### src/rtl/keypad_pkg.sv
// keypad_pkg: scanner states, register offsets and STATUS/CTRL bit positions
// shared by the keypad controller and its key FIFO.
package keypad_pkg;

    typedef enum logic [1:0] {
        SCAN,
        DEB_PRESS,
        HELD,
        DEB_REL
    } kp_state_t;

    localparam int DATA_OFS   = 0;
    localparam int STATUS_OFS = 1;
    localparam int CTRL_OFS   = 2;

    localparam int ST_NEMPTY = 0;
    localparam int ST_FULL   = 1;
    localparam int ST_OVF    = 2;
    localparam int ST_CNT_LO = 4;
    localparam int ST_CNT_HI = 11;

    localparam int CTRL_FLUSH    = 0;
    localparam int CTRL_CLR_OVF  = 1;
    localparam int CTRL_IRQ_MASK = 2;

    localparam int SYNC_STAGES = 2;

endpackage

### src/rtl/key_fifo.sv
// key_fifo: synchronous key-code queue with flush and sticky overflow.
// A push into a full queue is dropped and flags overflow.
module key_fifo #(
    parameter int DEPTH = 8,
    parameter int W     = 4
) (
    input  logic                     clk,
    input  logic                     rst_n,
    input  logic                     push,
    input  logic                     pop,
    input  logic                     flush,
    input  logic                     clr_ovf,
    input  logic [W-1:0]             din,
    output logic [W-1:0]             dout,
    output logic                     full,
    output logic                     empty,
    output logic [$clog2(DEPTH):0]   count,
    output logic                     overflow
);

    localparam int AW = $clog2(DEPTH);
    localparam int CW = AW + 1;

    logic [W-1:0]  mem [DEPTH];
    logic [AW-1:0] wr_ptr;
    logic [AW-1:0] rd_ptr;
    logic          do_push;
    logic          do_pop;

    assign empty   = (count == '0);
    assign full    = (count == CW'(DEPTH));
    assign do_pop  = pop & ~empty;
    assign do_push = push & ~full;
    assign dout    = mem[rd_ptr];

    always_ff @(posedge clk) begin
        if (do_push && !flush) mem[wr_ptr] <= din;
    end

    always_ff @(posedge clk or negedge rst_n) begin
        if (!rst_n) begin
            wr_ptr   <= '0;
            rd_ptr   <= '0;
            count    <= '0;
            overflow <= 1'b0;
        end else begin
            if (flush) begin
                wr_ptr <= '0;
                rd_ptr <= '0;
                count  <= '0;
            end else begin
                if (do_push) wr_ptr <= wr_ptr + 1'b1;
                if (do_pop)  rd_ptr <= rd_ptr + 1'b1;
                count <= count + CW'(do_push) - CW'(do_pop);
            end
            if (clr_ovf)          overflow <= 1'b0;
            else if (push & full) overflow <= 1'b1;
        end
    end

endmodule

### src/rtl/keypad_fifo_ctrl.sv
// keypad_fifo_ctrl: scanned, debounced matrix keypad feeding a CPU-drained FIFO.
// Define KEYPAD_IRQ_EN to add the masked, registered non-empty interrupt.
module keypad_fifo_ctrl
    import keypad_pkg::*;
#(
    parameter int              ROWS            = 4,
    parameter int              COLS            = 4,
    parameter int              FIFO_DEPTH      = 8,
    parameter int              SCAN_CYCLES     = 1000,
    parameter int              DEBOUNCE_CYCLES = 50000,
    parameter int              ADDR_W          = 12,
    parameter int              DATA_W          = 16,
    parameter logic [ADDR_W-1:0] BASE_ADDR     = 12'h900
) (
    input  logic              clk,
    input  logic              rst_n,
    output logic [ROWS-1:0]   rowwrite,
    input  logic [COLS-1:0]   colread,
    input  logic [ADDR_W-1:0] address,
    input  logic [DATA_W-1:0] data_out,
    input  logic              mem_wrt,
    input  logic              rd_en,
    output logic [DATA_W-1:0] rdata,
    output logic              hit,
    output logic              irq
);

    localparam int RW        = $clog2(ROWS);
    localparam int CLW       = $clog2(COLS);
    localparam int CODE_W    = $clog2(ROWS * COLS);
    localparam int FCW       = $clog2(FIFO_DEPTH) + 1;
    // Row settle time also covers the column synchroniser latency.
    localparam int SCAN_LAST = SCAN_CYCLES + SYNC_STAGES - 1;
    localparam int DEB_LAST  = DEBOUNCE_CYCLES - 1;
    localparam int TMAX      = (SCAN_LAST > DEB_LAST) ? SCAN_LAST : DEB_LAST;
    localparam int TW        = $clog2(TMAX + 1) + 1;

    kp_state_t         state, state_n;
    logic [RW-1:0]     row, row_n, row_next;
    logic [CLW-1:0]    col, col_n, low_col;
    logic [TW-1:0]     tmr, tmr_n;
    logic [COLS-1:0]   col_meta, col_sync;
    logic              any_low, key_low, push;
    logic [CODE_W-1:0] code, head;
    logic [FCW-1:0]    count;
    logic              full, empty, overflow;
    logic              sel_data, sel_status, sel_ctrl;
    logic              pop, ctrl_wr, flush, clr_ovf;
    logic              irq_mask;
    logic              unused_wdata;

    assign unused_wdata = &{1'b0, data_out};

    always_ff @(posedge clk or negedge rst_n) begin
        if (!rst_n) begin
            col_meta <= '1;
            col_sync <= '1;
        end else begin
            col_meta <= colread;
            col_sync <= col_meta;
        end
    end

    always_comb begin
        any_low = 1'b0;
        low_col = '0;
        for (int i = COLS - 1; i >= 0; i--) begin
            if (!col_sync[i]) begin
                any_low = 1'b1;
                low_col = CLW'(i);
            end
        end
    end

    assign key_low  = ~col_sync[col];
    assign row_next = (row == RW'(ROWS - 1)) ? '0 : row + 1'b1;
    assign rowwrite = ~(ROWS'(1) << row);
    assign code     = CODE_W'(int'(row) * COLS + int'(col));

    always_ff @(posedge clk or negedge rst_n) begin
        if (!rst_n) begin
            state <= SCAN;
            row   <= '0;
            col   <= '0;
            tmr   <= '0;
        end else begin
            state <= state_n;
            row   <= row_n;
            col   <= col_n;
            tmr   <= tmr_n;
        end
    end

    always_comb begin
        state_n = state;
        row_n   = row;
        col_n   = col;
        tmr_n   = tmr + 1'b1;
        push    = 1'b0;
        unique case (state)
            SCAN: begin
                if (tmr == TW'(SCAN_LAST)) begin
                    tmr_n = '0;
                    if (any_low) begin
                        state_n = DEB_PRESS;
                        col_n   = low_col;
                    end else begin
                        row_n = row_next;
                    end
                end
            end
            DEB_PRESS: begin
                if (!key_low) begin
                    state_n = SCAN;
                    row_n   = row_next;
                    tmr_n   = '0;
                end else if (tmr == TW'(DEB_LAST)) begin
                    push    = 1'b1;
                    state_n = HELD;
                    tmr_n   = '0;
                end
            end
            HELD: begin
                tmr_n = '0;
                if (!key_low) state_n = DEB_REL;
            end
            DEB_REL: begin
                if (key_low) begin
                    state_n = HELD;
                    tmr_n   = '0;
                end else if (tmr == TW'(DEB_LAST)) begin
                    state_n = SCAN;
                    row_n   = '0;
                    tmr_n   = '0;
                end
            end
        endcase
    end

    assign sel_data   = (address == BASE_ADDR + ADDR_W'(DATA_OFS));
    assign sel_status = (address == BASE_ADDR + ADDR_W'(STATUS_OFS));
    assign sel_ctrl   = (address == BASE_ADDR + ADDR_W'(CTRL_OFS));
    assign hit        = sel_data | sel_status | sel_ctrl;
    assign pop        = rd_en & sel_data;
    assign ctrl_wr    = mem_wrt & sel_ctrl;
    assign flush      = ctrl_wr & data_out[CTRL_FLUSH];
    assign clr_ovf    = ctrl_wr & data_out[CTRL_CLR_OVF];

    key_fifo #(
        .DEPTH (FIFO_DEPTH),
        .W     (CODE_W)
    ) u_fifo (
        .clk      (clk),
        .rst_n    (rst_n),
        .push     (push),
        .pop      (pop),
        .flush    (flush),
        .clr_ovf  (clr_ovf),
        .din      (code),
        .dout     (head),
        .full     (full),
        .empty    (empty),
        .count    (count),
        .overflow (overflow)
    );

    always_comb begin
        rdata = '0;
        unique case (1'b1)
            sel_data: begin
                rdata[DATA_W-1] = ~empty;
                if (!empty) rdata[CODE_W-1:0] = head;
            end
            sel_status: begin
                rdata[ST_NEMPTY]             = ~empty;
                rdata[ST_FULL]               = full;
                rdata[ST_OVF]                = overflow;
                rdata[ST_CNT_HI:ST_CNT_LO]   = 8'(count);
            end
            sel_ctrl: rdata[CTRL_IRQ_MASK] = irq_mask;
            default: ;
        endcase
    end

`ifdef KEYPAD_IRQ_EN
    logic irq_q;

    always_ff @(posedge clk or negedge rst_n) begin
        if (!rst_n) begin
            irq_mask <= 1'b0;
            irq_q    <= 1'b0;
        end else begin
            if (ctrl_wr) irq_mask <= data_out[CTRL_IRQ_MASK];
            irq_q <= irq_mask & ~empty;
        end
    end

    assign irq = irq_q;
`else
    assign irq_mask = 1'b0;
    assign irq      = 1'b0;
`endif

endmodule

### config.mk
export PLATFORM = sky130hd
export DESIGN_NAME = keypad_fifo_ctrl
export DESIGN_NICKNAME = d
export VERILOG_FILES = /design/src/rtl/keypad_pkg.sv /design/src/rtl/key_fifo.sv /design/src/rtl/keypad_fifo_ctrl.sv
export SDC_FILE = /design/constraint.sdc
export NUM_CORES = 1
export LEC_CHECK = 0
export CAP_MARGIN = 10
export CORE_MARGIN = 10
export CORE_UTILIZATION = 47
export CTS_CLUSTER_SIZE = 8
export DETAILED_ROUTE_END_ITERATION = 8
export PLACE_DENSITY_LB_ADDON = 0.2
export SLEW_MARGIN = 20
export SYNTH_ARGS = -nofsm -noshare
export SYNTH_HDL_FRONTEND = slang
export SYNTH_SLANG_ARGS = --single-unit
### constraint.sdc
create_clock -name clk -period 2.7 [get_ports clk]
set_clock_uncertainty 0.05 [all_clocks]
set_input_delay 0.81 -clock clk [delete_from_list [all_inputs] [get_ports clk]]
set_output_delay 0.81 -clock clk [all_outputs]
set_load 0.01 [all_outputs]
==> results of run 1 <==
==> state kept, by name, summed over array words and instances (netlist names), 2 cells and up, named ones only <==
| signal | cells |
|---|---|
| col_meta | 4 |
| u_fifo.count | 4 |
| u_fifo.rd_ptr | 3 |
| col | 2 |
| u_fifo.wr_ptr | 3 |
| u_fifo.mem | 32 |
| col_sync | 4 |
| row | 2 |
| tmr | 17 |
==> area by class of cell <==
class                      instances  area, um^2  area share
sequential                        74        2024      0.4295
multi-input combinational        192        1642      0.3483
timing repair buffer              71       640.6      0.1359
clock buffer                       9       123.9     0.02628
tap                               99       123.9     0.02628
clock inverter                     7       83.83     0.01779
inverter                          20       75.07     0.01593
==> synth_stat cells, types with 4 or more instances <==
library cell	n	share of area
nor2_1	39	0.040
dfrtp_1	34	0.23
edfxtp_1	32	0.26
inv_1	20	0.021
nand2_1	17	0.018
xnor2_1	16	0.039
ha_1	14	0.048
buf_4	9	0.019
mux4_2	9	0.056
dfstp_2	8	0.058
mux2i_1	7	0.019
nor4_1	7	0.012
a21oi_1	6	0.0083
nor3_1	6	0.0083
buf_2	5	0.0069
nand4_1	5	0.0086
o21ai_0	5	0.0069
xor2_1	5	0.012
and4_1	4	0.0096
nand2b_1	4	0.0069
nand3_1	4	0.0055
nor2b_1	4	0.0069
==> per-stage QoR <==
step                instances  area (um^2)  utilization  hold WS, ns
floorplan                 303         3741            -       0.2952
global placement          444         4308       0.5846       0.2954
detailed placement        444         4308       0.5846       0.2973
CTS                       474         4669       0.6336       0.3088
global route              472         4713       0.6396       0.3127
finish                    472         4713       0.6396       0.3050
==> repair_timing <==
item                                    in CTS  in global routing
endpoints found under the hold margin        0                  0
gates cloned                                 0                  0
buffers inserted                            19                  0
endpoints found under the setup margin      31                 32
hold buffers                                 0                  0
pin swaps                                   10                 10
resized for setup                           83                 13
==> cell usage in the layout (no fill, tap or decap), drive strengths merged, types with 7 or more instances in the layout <==
master	n
ha	14
xnor2	16
clkbuf	9
dfstp	8
mux4	9
edfxtp	32
nor3	7
conb	8
nor4	8
buf	48
dfrtp	34
dlygate4sd2	9
clkdlybuf4s50	12
nor2	39
mux2i	7
inv	23
nand2	17
==> worst reg2reg max path, cell delays in order (launching register included) <==
cell,delay (ns)
dfrtp_1,0.33
inv_1,0.08
ha_1,0.21
nor3b_2,0.17
buf_4,0.14
or3b_4,0.39
nor2_4,0.14
ha_4,0.21
inv_2,0.06
ha_4,0.13
fa_2,0.41
nor2b_1,0.14
==> cell families (layout without fill, tap and decap cells) <==
logic type	after synthesis	count (layout)	synth area share
compound gates	20	20	0.03860
fa+ha+maj	15	15	0.05376
buf+inv	37	107	0.05031
simple gates	112	112	0.1737
xor+xnor	21	21	0.05065
other cells	1	8	0.001033
flops	74	74	0.5569
mux	16	16	0.07512
==> worst max path at each step <==
stage,from,end,cells past startpoint
final,address[2],rdata[1],7
after floorplan,address[3],rdata[1],4
after CTS,address[9],rdata[1],7
after global placement,address[7],rdata[1],6
after global routing,address[6],rdata[1],7
after detailed placement,address[7],rdata[1],6
==> power by group <==
part / leakage, nW / internal [W] / total [W] / switching, W
clock: 0.102 / 0.000442 / 0.000882 / 0.000440
sequential: 0.752 / 0.00119 / 0.00120 / 0.00000854
combinational: 1.01 / 0.0000738 / 0.000142 / 0.0000685
total: 1.86 / 0.00170 / 0.00222 / 0.000517
==> metal layers <==
layer	GRT usage	part of all wire	up-vias
met5	0	0	-
met4	0.05630	0.0097	0
met3	0.03234	0.049	5
met2	0.2090	0.49	61
met1	0.1595	0.45	1211
li1	-	-	1178
==> run summary, run 1 <==
FP Rows - 31
DRC Markers - 0
Startpoint Class - input port
setup violators final - 9
Worst-path clk slew - 0.08 ns
CP bufs+invs - 3
IO Pins - 58
Starting Density - 0.4927
global-route wire length before repair - 11.96 mm
Tot GR Track Use - 0.1292
Slew Limit Fails - 0
post-synthesis sequential area ratio - 0.5569
status - finished, violations left
Congestion Overflow GR - 0
final worst-path cycle share - 1.115
Die Ht - 107.9 um
main flop type after synthesis - dfrtp_1
Reg-to-Reg End - u_fifo.count[1]
worst hold path startpoint - col_meta[3]
Setup Crit Path Kind - input port to output port
relative max-transition margin - 0.5952
mean post-synth cell area - 12.27 um^2
largest fanout on the critical path - 3
violated checks - negative setup slack
Die Span X - 107.9 um
post-layout min period - 3.010 ns
Async SR Flop Fraction - 0.5676
final hold vios - 0
CORE AREA - 7370 um^2
worst slack, placed - -1.034 ns
P&R area growth vs syn - 29.81%
Hold Path Sink - col_sync[3]
Top cell by count, worst path - buf_6
Clock Tree Buf Depth - 2
FF-to-FF setup slack - 0.13 ns
number of iterations in the first detailed-routing pass - 4
ANT cells - 0
Max Cap Violations - 0
vias in the first global route - 2475
layout cell share with drive strength beyond 1 - 0.3190
Worst path slowest cell - or3_4
Post-Syn Area - 3631 um^2
Total Neg Setup Slack - -2.221 ns
Yosys warnings - 0
Worst-Skew Late Latency - 0.35 ns
die area - 11640 um^2
hold path depth - 0
Yosys reg bits - 74
fillers - 598
CP max stage delay - 0.44 ns
CTS root buf - clkbuf_8
Final ANT Viol Nets - 0
Post-Synthesis Cells - 296
Unique masters post-synth - 51
CTS tree - done
Routed WL - 7.243 mm
Worst-Margin Slew - 0.6022 ns
fmax - 0.3322 GHz
maximum VDD drop - 0.4435 mV
worst setup margin - -0.3102 ns
nets - 419
DR vias - 2455
CTS Buf Count - 9
total power - 0.002222 W
Pwr Density - 471.3 nW/um^2
GPL Wtd Cong - 0.8026
clock sinks - 74
HP Class - flop to flop
Worst Reg-to-Reg Cells - 11
DR WL/cell - 15.35 um
number of synthesized flops with an enable pin - 32
initial antenna violation count - 0
Post-DP HPWL - 5.098 mm
reg2reg start - u_fifo.count[2]
largest net degree at the start of global routing - 43
Req. time, crit path - 1.84 ns
number of I/O port buffers - 35
drt via density - 5.201
worst path cell trace - buf_2 > nor4_4 > nand4b_1 > or3_4 > buf_6 > o21ai_4 > buf_6
crit-path leading delay family - simple AND/OR/NAND/NOR gates
Critical Path Sink Type - output port
leak pwr - 1.863 nW
RSZ-0062 raised after global routing - yes
Arr. time, crit path - 2.15 ns
1st-iter DRT viols - 108
H-tree depth - 3
Note: power is estimated with default switching activity, not from simulation.
==> run 2, diff against run 1 <==
--- a/config.mk
+++ b/config.mk
@@ -8,9 +8,10 @@
 export CAP_MARGIN = 10
 export CORE_MARGIN = 10
 export CORE_UTILIZATION = 47
+export CTS_BUF_LIST = sky130_fd_sc_hd__clkbuf_8
 export CTS_CLUSTER_SIZE = 8
 export DETAILED_ROUTE_END_ITERATION = 8
-export PLACE_DENSITY_LB_ADDON = 0.2
+export PLACE_DENSITY = 0.74
 export SLEW_MARGIN = 20
 export SYNTH_ARGS = -nofsm -noshare
 export SYNTH_HDL_FRONTEND = slang
==> run 2 against run 1 <==
Compared with the run above: the flow still finishes with violations (negative setup slack); clock power increased by 0.9%; non-clock buffer count increased by 1; worst setup slack got worse by 0.084 ns; worst hold slack got worse by 0.034 ns; design area decreased by 0.64%; sequential share of layout area increased by 0.25 points; first-iteration DRC count decreased by 21%; combinational power about the same; critical path depth unchanged; clock-buffer cell count unchanged; fmax decreased by 2.7%; sequential cell count unchanged.
==> run summary, run 2 (synthesis gave the netlist of run 1 again) <==
IO Pins - 58 (unchanged)
layout cell share with drive strength beyond 1 - 0.3396 (+0.02054)
FF-to-FF setup slack - 0.13 ns (about the same)
Placed Cells - 447 (+0.68%)
CTS Hold Bufs - 0 (unchanged)
violated checks - negative setup slack
Tot GR Track Use - 0.1335 (+0.004355)
setup violators final - 9 (unchanged)
CTS Buf Count - 9 (unchanged)
Pint - 0.001704 W (about the same)
CTS tree - done
Sw Share - 0.2350 (+0.002471)
Worst-Skew Late Latency - 0.34 ns (about the same)
ANT cells - 0 (unchanged)
Max Cap Violations - 0 (unchanged)
relative max-transition margin - 0.5493 (-0.04593)
Post-DP HPWL - 5.463 mm (+7.2%)
initial antenna violation count - 0 (unchanged)
worst setup margin - -0.3941 ns (-0.08396 ns)
DRC Markers - 0 (unchanged)
Die Ht - 107.9 um (unchanged)
reg2reg start - u_fifo.count[2]
final hold vios - 0 (unchanged)
GPL Wtd Cong - 0.8370 (+4.3%)
largest net degree at the start of global routing - 18 (-58%)
critical path launch point - address[4]
post-layout min period - 3.094 ns (+0.08396 ns)
Seq pwr share - 0.538 (about the same)
Pwr Density - 475.6 nW/um^2 (+0.91%)
leak pwr - 1.848 nW (-0.82%)
global-route wire length before repair - 12.56 mm (+5.0%)
Worst-path clk slew - 0.08 ns (about the same)
Top reg by flops - u_fifo.mem
Slew Limit Fails - 0 (unchanged)
DR WL/cell - 15.65 um (+2.0%)
Req. time, crit path - 1.84 ns (about the same)
Clock Tree Buf Depth - 2 (unchanged)
FP Rows - 31 (unchanged)
Startpoint Class - input port
final worst-path cycle share - 1.146 (+0.03110)
RSZ-0062 raised after global routing - yes
combinational share of power - 0.063 (about the same)
status - finished, violations left
vias in the first global route - 2623 (+6.0%)
commonest non-fill, non-tap cell in the layout - nor2_1
Starting Density - 0.4927 (unchanged)
P_sw - 0.0005236 W (+1.3%)
Setup Crit Path Kind - input port to output port
fmax - 0.3232 GHz (-2.7%)
Routed WL - 7.403 mm (+2.2%)
Arr. time, crit path - 2.23 ns (+0.08 ns)
Critical Path Sink Type - output port
most frequent cells in the layout - nor2_1 (37), dfrtp_1 (33), buf_4 (33)
Die Span X - 107.9 um (unchanged)
number of I/O port buffers - 35 (unchanged)
P&R area growth vs syn - 28.98%
Congestion Overflow GR - 0 (unchanged)
Worst Reg-to-Reg Cells - 11 (unchanged)
CTS root buf - clkbuf_8
die area - 11640 um^2 (unchanged)
drt via density - 5.148 (-1.0%)
Top Registers - u_fifo.mem x32, tmr x17
clock sinks - 74 (unchanged)
Worst-Margin Slew - 0.6705 ns (+0.06832 ns)
DR vias - 2435 (-0.81%)
H-tree depth - 3 (unchanged)
Final ANT Viol Nets - 0 (unchanged)
Cell Count, Final, Fillers Out - 473 (+0.21%)
1st-iter DRT viols - 85 (-21%)
maximum VDD drop - 0.3745 mV (-16%)
Final Hold Slack - 0.2707 ns (-0.03429 ns)
CORE AREA - 7370 um^2 (unchanged)
nets - 420 (+0.24%)
Clock power frac - 0.399 (+0.002)
max FFs per register - 32 (unchanged)
HP Class - input port to asynchronous set/reset pin
largest fanout on the critical path - 5 (+2)
number of iterations in the first detailed-routing pass - 4 (unchanged)
-- run 2: final timing paths --
path	endpoint
hold reg to reg	col_sync[2]
hold / removal	col[0]
setup reg to reg	u_fifo.count[1]
min in group clk	col_sync[2]
max in group asynchronous	col_meta[3]
setup / recovery	rdata[1]
-- run 2: area by class of cell --
class | count | area [um^2]
inverters | 20 | 75.07
well taps | 99 | 123.9
flip-flops and latches | 74 | 2023
clock inverters | 7 | 83.83
multi-input cells | 192 | 1643
repair buffers | 72 | 610.6
clock buffers | 9 | 123.9
fillers | 565 | 2686
-- run 2: critical path, cell delays in order --
cell      delay [ns]
buf_6           0.10
nor4_4          0.31
nand4b_1        0.18
or3_4           0.47
buf_6           0.14
o21ai_4         0.11
buf_6           0.11
-- run 2: repair_timing --
action / CTS / global route
cloned: 0 / 0
buffers inserted: 5 / 6
gates resized for setup: 75 / 34
setup endpoints to repair: 46 / 29
pin swaps: 6 / 9
-- run 2: routing by layer --
metal,part of all wire,GRT usage
met4,0.015,0.05057
met5,0,0
met2,0.51,0.2294
met1,0.43,0.1572
met3,0.044,0.03234
-- run 2: power groups by stage --
stage	logic [W]	registers (W)	clock network, W
6_report	0.000140	0.00120	0.000890
2_1_floorplan	0.0000782	0.00122	0
3_5_place_dp	0.000135	0.00122	0
4_1_cts	0.000135	0.00120	0.000916
5_1_grt	0.000158	0.00120	0.000963
3_3_place_gp	0.000130	0.00122	0
-- run 2: through the flow --
stage | total power [W] | setup TNS [ns] | util | cell area [um^2] | worst slack, ns
final | 0.002228 | -2.589 | 0.6355 | 4683 | -0.3941
after global routing | 0.002320 | -3.216 | 0.6355 | 4683 | -0.4296
after CTS | 0.002248 | -2.536 | 0.6222 | 4586 | -0.3399
after detailed placement | 0.001355 | -27.06 | 0.5859 | 4318 | -1.060
after global placement | 0.001350 | -24.41 | 0.5859 | 4318 | -1.023
after floorplan | 0.001297 | -0.1098 | - | 3741 | -0.04086
